File: config.mk
export PLATFORM = sky130hd
export DESIGN_NAME = hydra_router
export DESIGN_NICKNAME = d
export VERILOG_FILES = /design/src/rtl/hydra_router.sv
export SDC_FILE = /design/constraint.sdc
export NUM_CORES = 1
export LEC_CHECK = 0
export CAP_MARGIN = 5
export CORE_AREA = 2 2 276 278
export CTS_CLUSTER_SIZE = 14
export DETAILED_ROUTE_END_ITERATION = 10
export DIE_AREA = 0 0 278 280
export PLACE_DENSITY = 0.51
export SYNTH_ARGS = -nofsm -noshare
export SYNTH_HDL_FRONTEND = slang
export SYNTH_SLANG_ARGS = --single-unit
File: constraint.sdc
create_clock -name clk -period 3.1 [get_ports clk]
set_clock_uncertainty 0.2 [all_clocks]
set_input_delay 0.62 -clock clk [delete_from_list [all_inputs] [get_ports clk]]
set_output_delay 0.62 -clock clk [all_outputs]
set_load 0.005 [all_outputs]
File: src/rtl/hydra_router.sv
// hydra_router: round-robin arbitration of NUM_PORTS UART RX words onto one
// valid/ready stream, and direction-steered TX fan-out with drop counters.
module hydra_router #(
    parameter int WIDTH     = 64,
    parameter int NUM_PORTS = 4,
    parameter int DIR_BIT   = 62,
    parameter int TIMEOUT   = 48,
    parameter int HOLDOFF   = 2
) (
    input  logic                       clk,
    input  logic                       reset_n,
    input  logic [NUM_PORTS-1:0]       enable_posi,
    input  logic [NUM_PORTS-1:0]       enable_piso_upstream,
    input  logic [NUM_PORTS-1:0]       enable_piso_downstream,
    input  logic [NUM_PORTS-1:0]       rx_empty_uart,
    input  logic [NUM_PORTS*WIDTH-1:0] rx_data_uart,
    output logic [NUM_PORTS-1:0]       uld_rx_data_uart,
    output logic [WIDTH-1:0]           rx_data,
    output logic                       rx_valid,
    input  logic                       rx_ready,
    input  logic [WIDTH-1:0]           fifo_data,
    input  logic                       ld_tx_data,
    input  logic [NUM_PORTS-1:0]       tx_busy,
    output logic [NUM_PORTS*WIDTH-1:0] tx_data_uart,
    output logic [NUM_PORTS-1:0]       ld_tx_data_uart,
    output logic [NUM_PORTS-1:0]       rx_enable,
    output logic [NUM_PORTS-1:0]       tx_enable,
    output logic                       tx_ready,
    output logic [7:0]                 rx_drop_count,
    output logic [7:0]                 tx_drop_count,
    input  logic                       clear_counts
);

    localparam int PW = (NUM_PORTS > 1) ? $clog2(NUM_PORTS) : 1;
    localparam int TW = $clog2(TIMEOUT + 1);
    localparam int HW = (HOLDOFF > 1) ? $clog2(HOLDOFF + 1) : 1;

    typedef enum logic [1:0] {
        S_IDLE,
        S_PRESENT,
        S_HOLD
    } state_t;

    state_t               state, state_next;
    logic [PW-1:0]        last_grant, grant;
    logic                 grant_found;
    logic [NUM_PORTS-1:0] eligible;
    int unsigned          arb_idx;
    logic [TW-1:0]        tcnt;
    logic [HW-1:0]        hcnt;
    logic                 do_grant, do_leave, do_timeout;
    logic [NUM_PORTS-1:0] tx_mask;
    logic                 tx_accept, tx_drop;

    assign rx_enable = enable_posi;
    assign tx_enable = enable_piso_upstream | enable_piso_downstream;
    assign tx_ready  = ~|tx_busy;
    assign eligible  = enable_posi & ~rx_empty_uart;

    // Search starts one past the previous winner so every port gets a turn.
    always_comb begin
        grant_found = 1'b0;
        grant       = '0;
        arb_idx     = 0;
        for (int unsigned k = 1; k <= NUM_PORTS; k++) begin
            arb_idx = (32'(last_grant) + k) % NUM_PORTS;
            if (!grant_found && eligible[PW'(arb_idx)]) begin
                grant_found = 1'b1;
                grant       = PW'(arb_idx);
            end
        end
    end

    always_ff @(posedge clk or negedge reset_n) begin
        if (!reset_n) state <= S_IDLE;
        else          state <= state_next;
    end

    always_comb begin
        state_next = state;
        do_grant   = 1'b0;
        do_leave   = 1'b0;
        do_timeout = 1'b0;
        unique case (state)
            S_IDLE: begin
                if (grant_found) begin
                    do_grant   = 1'b1;
                    state_next = S_PRESENT;
                end
            end
            S_PRESENT: begin
                if (rx_ready) begin
                    do_leave = 1'b1;
                end else if (tcnt == TW'(TIMEOUT - 1)) begin
                    do_leave   = 1'b1;
                    do_timeout = 1'b1;
                end
                if (do_leave) state_next = (HOLDOFF == 0) ? S_IDLE : S_HOLD;
            end
            S_HOLD: begin
                if (hcnt == HW'(HOLDOFF - 1)) state_next = S_IDLE;
            end
            default: state_next = S_IDLE;
        endcase
    end

    always_ff @(posedge clk or negedge reset_n) begin
        if (!reset_n) begin
            rx_data          <= '0;
            rx_valid         <= 1'b0;
            uld_rx_data_uart <= '0;
            last_grant       <= PW'(NUM_PORTS - 1);
            tcnt             <= '0;
            hcnt             <= '0;
        end else begin
            uld_rx_data_uart <= '0;
            if (do_grant) begin
                rx_data                 <= rx_data_uart[grant*WIDTH +: WIDTH];
                uld_rx_data_uart[grant] <= 1'b1;
                rx_valid                <= 1'b1;
                last_grant              <= grant;
                tcnt                    <= '0;
            end
            if (state == S_PRESENT) tcnt <= tcnt + 1'b1;
            if (state == S_HOLD)    hcnt <= hcnt + 1'b1;
            if (do_leave) begin
                rx_valid <= 1'b0;
                tcnt     <= '0;
                hcnt     <= '0;
            end
        end
    end

    assign tx_mask   = fifo_data[DIR_BIT] ? enable_piso_downstream : enable_piso_upstream;
    assign tx_accept = ld_tx_data & tx_ready & (|tx_mask);
    assign tx_drop   = ld_tx_data & ~tx_accept;

    always_ff @(posedge clk or negedge reset_n) begin
        if (!reset_n) begin
            tx_data_uart    <= '0;
            ld_tx_data_uart <= '0;
        end else begin
            ld_tx_data_uart <= tx_accept ? tx_mask : '0;
            for (int unsigned i = 0; i < NUM_PORTS; i++) begin
                if (tx_accept && tx_mask[i]) tx_data_uart[i*WIDTH +: WIDTH] <= fifo_data;
            end
        end
    end

    always_ff @(posedge clk or negedge reset_n) begin
        if (!reset_n) begin
            rx_drop_count <= '0;
            tx_drop_count <= '0;
        end else if (clear_counts) begin
            rx_drop_count <= '0;
            tx_drop_count <= '0;
        end else begin
            if (do_timeout && rx_drop_count != 8'hFF) rx_drop_count <= rx_drop_count + 1'b1;
            if (tx_drop && tx_drop_count != 8'hFF)    tx_drop_count <= tx_drop_count + 1'b1;
        end
    end

endmodule

==> flow_metrics.tcl, run 1 <==
set metrics [dict create \
    status "finished, final reports clean" \
    dieArea_mm2 0.0778 \
    fp.dieW_um 278 \
    r2r_start "last_grant[1]" \
    power_mw 17.6 \
    utilization 0.337 \
    synth_nets 1464 \
    pwr-share-seq 0.371 \
    avgSynthCellArea_um2 13.7 \
    antenna_found_initial 16 \
    grt_pass1_wl_um 93600 \
    crit_required_ns 2.28 \
    path_clk_slew_ns 0.05 \
    drv_slew 0 \
    via_count 12400 \
    hp-class "reg -> reg" \
    grt_setup_unrepaired "no" \
    syn_area_mm2 0.0153 \
    synth_edf_count 0 \
    crit_arrival_ns 1.99 \
    max_stage_delay_ns 0.57 \
    drt_wl_total_um 65800 \
    cts-root-buf "clkbuf_16" \
    grt_usage 0.163 \
    timing.final.crit_share 0.905 \
    fmax_ghz 0.356 \
    relSlewSlack 0.514 \
    cts_sinks 357 \
    yosysSeqAreaShare 0.584 \
    path_cells "clkdlybuf4s50_1 -> nor4_2 -> clkdlybuf4s50_1" \
    crit_cells 3 \
    gp_congestion 0.862 \
    portBuffers 698 \
    crit_path_start "tx_busy[1]" \
    period_minus_slack_ns 2.81 \
    maxCapViolations 0 \
    yosysWarnings 0 \
    vias_per_cell 4.34 \
    nets 2200 \
    hold_ws_ns 0.285 \
    cp_max_fo 3 \
    cp_slowest_cell "clkdlybuf4s50_1" \
    path_class "in -> out" \
    cts_buffers 45 \
    synth_cell_types 52 \
    route.detailed.drc 0 \
    path_buf_inv 2 \
    drive_gt1_frac 0.213 \
    rr_worst_depth 7 \
    tritoncts "built" \
    initial_utilization 0.204 \
    dp_hpwl_um 50700 \
    dr.pass1.iters 5 \
    switchingPower_mw 5.21 \
    fin_ws_ns 0.294 \
    grt_overflow 0 \
    synthFlopType "dfrtp_1" \
    antenna_left 0 \
    syn_inst 1115 \
    core.rowCount 101 \
    insertion_delay_ns 0.58 \
    ys_ff_latch 357 \
    pwr-share-comb 0.334 \
    hold_violations 0 \
    async_reset_ff_frac 1.00 \
    tightest_slew_ns 0.730 \
    clockPowerShare 0.295 \
    crit_path_frequent_cell "clkdlybuf4s50_1" \
    rr_endpoint "rx_data[46]" \
    swShare 0.297 \
    syn2layout_area_growth_pct 65.7 \
    p_leak_nw 11.2 \
    crit_path_end_kind "primary output" \
    grt_max_degree 70 \
    placed_cells 2781 \
    critPathTopFamily "buffers and inverters" \
    cts_max_level 2 \
    drtIter0Drc 502 \
    io_pins 699 \
    preCtsSetupSlack_ns -0.0337 \
    stdcell_count 2867 \
    r2r_setup_slack_ns 0.71 \
    ir_drop_uv 432 \
    core_mm2 0.0752 \
    critPathLaunchType "input pin" \
    p_int_mw 12.4 \
    die_h_um 280 \
    setup_viol 0 \
    grt_pass1_vias 13300 \
    p_per_area_mw_per_mm2 692 \
    wire_per_inst_um 23.0 \
    worstSetupEndpoint "tx_ready" \
    clk_path_buf_depth 3 \
]
## registers in the layout, summed over array words and instances (netlist names)
| name | flops |
|---|---|
| rx_drop_count | 8 |
| hcnt | 2 |
| tx_data_uart | 256 |
| last_grant | 2 |
| tcnt | 6 |
| rx_data | 64 |
| state | 2 |
| uld_rx_data_uart | 4 |
| tx_drop_count | 8 |
| ld_tx_data_uart | 4 |
| rx_valid | 1 |
## final cells by class
class,instances,area [um^2]
Antenna cell,4,10.0
Clock buffer,62,1290
Clock inverter,19,184
Tap cell,978,1220
Inverter,10,37.5
Fill cell,7393,49800
Multi-Input combinational cell,678,6000
Timing Repair Buffer,759,7690
Sequential cell,357,8940
## stage by stage
step,cell area (um^2),TNS (ns)
final,25400,0
after global routing,25400,0
after CTS,25400,0
after detailed placement,23900,-0.0337
after global placement,23900,0
after floorplan,15300,0
## power by group through the flow
stage               combinational, mW  clock (mW)  sequential, mW
floorplan                        1.97           0            6.57
global placement                 5.86           0            6.54
detailed placement               5.91           0            6.59
CTS                              5.94        5.39            6.52
global route                     6.23        5.61            6.67
finish                           5.86        5.18            6.52
## layout by cell type (no fill, tap or decap), types with 11 or more instances in the layout
cell type and instances:
a21oi_1 22, dfrtp_1 355, clkdlybuf4s50_1 697, clkbuf_16 45
mux2_2 247, nor2_1 18, o221ai_1 64, o21ai_0 12
mux2i_1 129, buf_4 41, nand3_1 11, buf_12 19
nand2_1 82
## synth_stat cells, types with 6 or more instances
cell,count,share of area
nand3_1,11,0.0036
inv_1,10,0.0025
buf_1,6,0.0015
nor2_1,18,0.0044
clkbuf_1,30,0.0074
mux2_1,9,0.0066
dfrtp_1,355,0.58
buf_6,9,0.0066
o21ai_0,12,0.0039
nor3_1,7,0.0023
o221ai_1,64,0.037
nand2_1,86,0.021
mux2i_1,129,0.084
a21oi_1,22,0.0072
xnor2_1,7,0.0040
buf_2,20,0.0065
mux2_2,247,0.18
## cell families (layout without fill, tap and decap cells)
logic type                 after synthesis  after routing  share of synthesized area
muxes                                  385            385                      0.273
DFF                                    357            357                      0.584
and+or+nand+nor                        165            165                     0.0516
AOI/OAI and AO/OA                      116            116                     0.0574
buffers and inverters                   80            850                     0.0269
xor gates and xnor gates                 8              8                    0.00458
adders and majority gates                4              4                    0.00327
other                                    0              4                          0
## tightest hold or removal path, delay by kind of cell (launching register included)
kind | cells | cell delay (ns)
DFF | 1 | 0.38
and+or+nand+nor | 2 | 0.10
## worst min path at each step
stage,slack [ns],cells after the start,to,startpoint
global placement,0.27,2,rx_data[5],rx_data[5]
detailed placement,0.27,2,last_grant[0],last_grant[0]
global route,0.31,2,last_grant[0],last_grant[0]
floorplan,0.12,0,hcnt[0],reset_n
finish,0.29,2,last_grant[0],last_grant[0]
CTS,0.28,2,last_grant[0],last_grant[0]
## per-layer routing
metal / share of wire / GRT usage / routed length, um
met3: 0.084 / 0.0643 / 5540
met4: 0.024 / 0.0481 / 1550
met2: 0.48 / 0.267 / 31600
met5: 0.0023 / 0 / 153
met1: 0.41 / 0.197 / 26900
## repair_timing
item                      in CTS  in global routing
gates resized for setup        0                  0
hold buffers                   1                  0
hold endpoints to repair      48                  0
buffers inserted               0                  0
Power figures use the tool's default switching activity.
==> run 2, diff against run 1 <==
- CAP_MARGIN: 5 -> not set
- CELL_PAD_IN_SITES_DETAIL_PLACEMENT: not set -> 1
- CELL_PAD_IN_SITES_GLOBAL_PLACEMENT: not set -> 2
- CORE_AREA: 2 2 276 278 -> 2 2 269 271
- DIE_AREA: 0 0 278 280 -> 0 0 271 273
- PLACE_DENSITY: 0.51 -> 0.74
==> run 2 against run 1 <==
Against the previous run:
- final cell count shrank 0.91%
- via count shrank 0.35%
- sequential share of layout area shrank 0.11 points
- critical path depth grew 1
- global-route usage grew 0.41 points
- maximum frequency shrank 1.1%
- critical path type unchanged
- highest routed layer is now met4
==> flow_metrics.tcl, run 2 (same netlist as run 1, synthesis figures left out) <==
set metrics [dict create \
    grt_pass1_wl_um 93200 \
    p_per_area_mw_per_mm2 706 \
    cts_max_level 2 \
    hp-class "reg -> reg" \
    largest_register_ff_count 256 \
    tightest_slew_ns 0.647 \
    cts_sinks 357 \
    grt_setup_unrepaired "no" \
    preCtsSetupSlack_ns 0.0170 \
    clk_path_buf_depth 3 \
    grt_usage 0.167 \
    dp_hpwl_um 50200 \
    portBuffers 698 \
    grt_max_degree 70 \
    drv_slew 0 \
    fill_cells 7569 \
    p_leak_nw 11.2 \
    rr_worst_depth 6 \
    dieArea_mm2 0.0740 \
    via_count 12400 \
    utilization 0.359 \
    die_h_um 273 \
    path_clk_slew_ns 0.06 \
    setup_viol 0 \
    period_minus_slack_ns 2.84 \
    drt_wl_total_um 64500 \
    drtIter0Drc 463 \
    fin_ws_ns 0.264 \
    layout.cells.most_common "clkdlybuf4s50_1" \
    io_pins 699 \
    dr.pass1.iters 4 \
    cts-root-buf "clkbuf_16" \
    min_path_cells 2 \
    path_class "in -> out" \
    vias_per_cell 4.36 \
    status "finished, final reports clean" \
    critPathLaunchType "input pin" \
    maxCapViolations 0 \
    antenna_found_initial 8 \
    cts_buffers 44 \
    path_cells "clkdlybuf4s50_1 -> nor4_2 -> buf_4 -> clkdlybuf4s50_1" \
    fmax_ghz 0.353 \
    crit_required_ns 2.28 \
    largestRegisters "tx_data_uart: 256 flops, rx_data: 64 flops" \
    antenna_left 0 \
    nets 2200 \
    tritoncts "built" \
    cp_max_fo 2 \
    max_stage_delay_ns 0.50 \
    insertion_delay_ns 0.57 \
    core.rowCount 98 \
    drive_gt1_frac 0.211 \
    relSlewSlack 0.567 \
    final_cell_mix "clkdlybuf4s50_1 (697), dfrtp_1 (355), mux2_2 (247)" \
    grt_overflow 0 \
    crit_path_end_kind "primary output" \
    fin_setup_tns_ns 0 \
    core_mm2 0.0710 \
    largest_register "tx_data_uart" \
    fp.dieW_um 271 \
    syn2layout_area_growth_pct 66.3 \
    hold_violations 0 \
    timing.final.crit_share 0.915 \
    grt_pass1_vias 13900 \
    wire_per_inst_um 22.7 \
    route.detailed.drc 0 \
    cp_slowest_cell "clkdlybuf4s50_1" \
    crit_path_frequent_cell "clkdlybuf4s50_1" \
    initial_utilization 0.216 \
    crit_arrival_ns 2.02 \
    gp_congestion 0.894 \
    ir_drop_uv 427 \
]
run 2: changes by cell type in the layout (fill, tap and decap cells not counted), sizes merged:
cell      delta
diode        +4
bufinv       +5
buf          +1
clkinv       -5
clkinvlp     -3
run 2: final timing paths:
check,start,endpoint,slack (ns)
max in group asynchronous,reset_n,tx_data_uart[36],1.34
min,last_grant[0],last_grant[0],0.29
max reg2reg,last_grant[1],rx_data[30],0.73
max,tx_busy[1],tx_ready,0.26
min in group asynchronous,reset_n,tx_data_uart[8],0.41
min reg2reg,last_grant[0],last_grant[0],0.29
run 2: routing by layer:
metal  track usage  routed length, um
met1         0.205              26300
met2         0.287              32800
met3        0.0373               3570
met4        0.0596               1870
met5             0                  0
run 2: power breakdown:
part / total, mW / internal (mW) / switching [mW]
clock network: 5.54 / 3.38 / 2.16
logic: 5.87 / 3.51 / 2.36
registers: 6.56 / 5.84 / 0.717
total: 18.0 / 12.7 / 5.24
run 2: cell type report:
| class | count | area (um^2) | area share |
|---|---|---|---|
| antenna | 8 | 20.0 | 0.000786 |
| sequential | 357 | 8940 | 0.351 |
| timing repair buffer | 760 | 7700 | 0.302 |
| inverter | 10 | 37.5 | 0.00147 |
| multi-input combinational | 678 | 6000 | 0.236 |
| tap | 950 | 1190 | 0.0467 |
| clock buffer | 62 | 1270 | 0.0498 |
| clock inverter | 16 | 304 | 0.0119 |
run 2: through the flow:
step | hold WS, ns | instance area (um^2) | std cells | total power, mW
final | 0.286 | 25500 | 2841 | 18.0
after CTS | 0.287 | 25400 | 2833 | 18.3
after global routing | 0.297 | 25500 | 2840 | 18.9
after detailed placement | 0.274 | 23900 | 2754 | 12.6
after global placement | 0.271 | 23900 | 2754 | 12.4
after floorplan | 0.124 | 15300 | 1115 | 8.54
run 2: critical path: cells and delay by family:
kind | cells | cell delay, ns
and+or+nand+nor | 1 | 0.31
buffers and inverters | 3 | 1.08
run 2: what timing repair did:
item                      in CTS  in global routing
hold endpoints to repair      59                  0
buffers inserted               0                  0
resized for setup              0                  0
hold buffers                   1                  0
==> run 3, diff against run 2 <==
- CORE_AREA: 2 2 269 271 -> 2 2 271 273
- CTS_CLUSTER_DIAMETER: not set -> 50
- DIE_AREA: 0 0 271 273 -> 0 0 273 275
- PLACE_DENSITY: 0.74 -> 0.76
- clock period: 3.1 -> 2.43 ns (I/O delays scaled with it)
==> run 3 against run 2 <==
Against the previous run:
- worst hold slack worse by 0.23 ns
- die area up 1.5%
- final cell count up 2.2%
- non-clock buffer count up 34
- cell area up 2.7%
- wire length down 2.2%
- highest routed layer is now met5
- sequential share of layout area down 0.93 points
- sequential power up 27%
- core utilization up 0.29 points
==> flow_metrics.tcl, run 3 (same netlist as run 1, synthesis figures left out) <==
set metrics [dict create \
    largest_register "tx_data_uart" \
    antenna_left 0 \
    crit_required_ns 2.66 \
    p_leak_nw 11.6 \
    max_stage_delay_ns 0.45 \
    grt_usage 0.160 \
    tritoncts "built" \
    crit_path_end_kind "register" \
    insertion_delay_ns 0.60 \
    hp-class "in -> reg" \
    core.rowCount 99 \
    dr.pass1.iters 4 \
    dieArea_mm2 0.0751 \
    drt_wl_total_um 63100 \
    status "finished, final reports clean" \
    ir_drop_uv 542 \
    grt_pass1_vias 14200 \
    drtIter0Drc 496 \
    setup_viol 0 \
    syn2layout_area_growth_pct 70.8 \
    layout.cells.most_common "clkdlybuf4s50_1" \
    die_h_um 275 \
    fin_area_mm2 0.0262 \
    tightest_slew_ns 0.603 \
    grt_overflow 0 \
    timing.final.crit_share 0.991 \
    cts-root-buf "clkbuf_16" \
    nets 2246 \
    final_cell_mix "clkdlybuf4s50_1 (690), dfrtp_1 (355), mux2_2 (247)" \
    crit_arrival_ns 2.64 \
    dp_hpwl_um 48600 \
    path_cells "nand3b_1 -> or3b_2 -> nand4b_1 -> buf_12 -> buf_12 -> mux2i_1 -> o221ai_1" \
    path_class "reg -> reg" \
    grt_setup_unrepaired "yes" \
    via_count 12600 \
    grt_pass1_wl_um 91600 \
    utilization 0.361 \
    cts_max_level 2 \
    path_clk_slew_ns 0.06 \
    cp_max_fo 20 \
    critPathTopFamily "simple AND/OR/NAND/NOR gates" \
    relSlewSlack 0.597 \
    cp_slowest_cell "or3b_2" \
    power_mw 24.3 \
    clk_path_buf_depth 3 \
    drive_gt1_frac 0.241 \
    gp_congestion 0.834 \
    hold_ws_ns 0.0593 \
    fp.dieW_um 273 \
    largest_register_ff_count 256 \
    crit_path_frequent_cell "buf_12" \
    path_buf_inv 2 \
    cts_buffers 56 \
    antenna_found_initial 3 \
    io_pins 699 \
    p_per_area_mw_per_mm2 928 \
    vias_per_cell 4.35 \
    grt_max_degree 72 \
    cts_sinks 357 \
    largestRegisters "tx_data_uart: 256 flops, rx_data: 64 flops" \
    fin_setup_tns_ns 0 \
    placed_cell_area_mm2 0.0241 \
    critPathLaunchType "register" \
    hold_violations 0 \
    maxCapViolations 0 \
    fmax_ghz 0.415 \
    core_mm2 0.0723 \
    portBuffers 698 \
    route.detailed.drc 0 \
    period_minus_slack_ns 2.41 \
    initial_utilization 0.212 \
    wire_per_inst_um 21.7 \
    drv_slew 0 \
]
-- run 3: cell count changes in the layout (fill, tap and decap cells not counted), moves of 3 or more --
cell / delta
clkdlybuf4s50_1: -7
mux2i_1: -5
inv_6: +10
clkbuf_1: -5
diode_2: -7
clkinv_2: +3
mux2i_4: +3
inv_8: +10
clkbuf_8: -5
dlygate4sd2_1: +5
bufinv_16: -3
clkbuf_16: +13
buf_4: +33
-- run 3: stage by stage --
step	instances	setup WS, ns
final	2903	0.0223
after global routing	2902	-0.0482
after CTS	2900	0.00316
after detailed placement	2793	-0.706
after global placement	2793	-0.608
after floorplan	1115	0.118
-- run 3: area by class of cell --
cell class / instances / area (um^2)
Fill cell: 7745 / 46200
Sequential cell: 357 / 8940
Timing Repair Buffer: 794 / 7960
Multi-Input combinational cell: 678 / 6050
Clock buffer: 65 / 1510
Tap cell: 959 / 1200
Clock inverter: 39 / 454
Inverter: 10 / 37.5
Antenna cell: 1 / 2.50
-- run 3: metal layers --
metal,routed length (um),global-route usage
met5,25,0
met4,2540,0.0673
met3,3600,0.0405
met2,32300,0.275
met1,24600,0.190
-- run 3: repair_timing --
item                       CTS  global route
pin swaps                    1             0
setup endpoints to repair    8            12
gates resized for setup      7             8
hold endpoints to repair    54             0
hold buffers                 1             0
buffers inserted             2             2
-- run 3: final timing paths --
kind	start	endpoint	slack, ns	depth (start not counted)
max in group asynchronous	reset_n	tx_data_uart[108]	0.95	3
worst max-delay path	last_grant[1]	rx_data[46]	0.02	7
worst max register to register	last_grant[1]	rx_data[46]	0.02	7
worst min-delay path	enable_piso_downstream[2]	tx_data_uart[190]	0.06	3
min in group asynchronous	reset_n	tx_data_uart[137]	0.21	2
worst min register to register	rx_data[49]	rx_data[49]	0.29	2
-- run 3: worst reg2reg max path: stages, from the launching register on --
cell	delay (ns)
dfstp_2	0.40
nand3b_1	0.11
or3b_2	0.45
nand4b_1	0.18
buf_12	0.21
buf_12	0.24
mux2i_1	0.27
o221ai_1	0.17
-- run 3: power by group --
part	leakage [nW]	internal, mW	switching, mW
clock	0.961	4.93	3.39
combinational	6.09	4.55	3.05
sequential	4.57	7.45	0.878
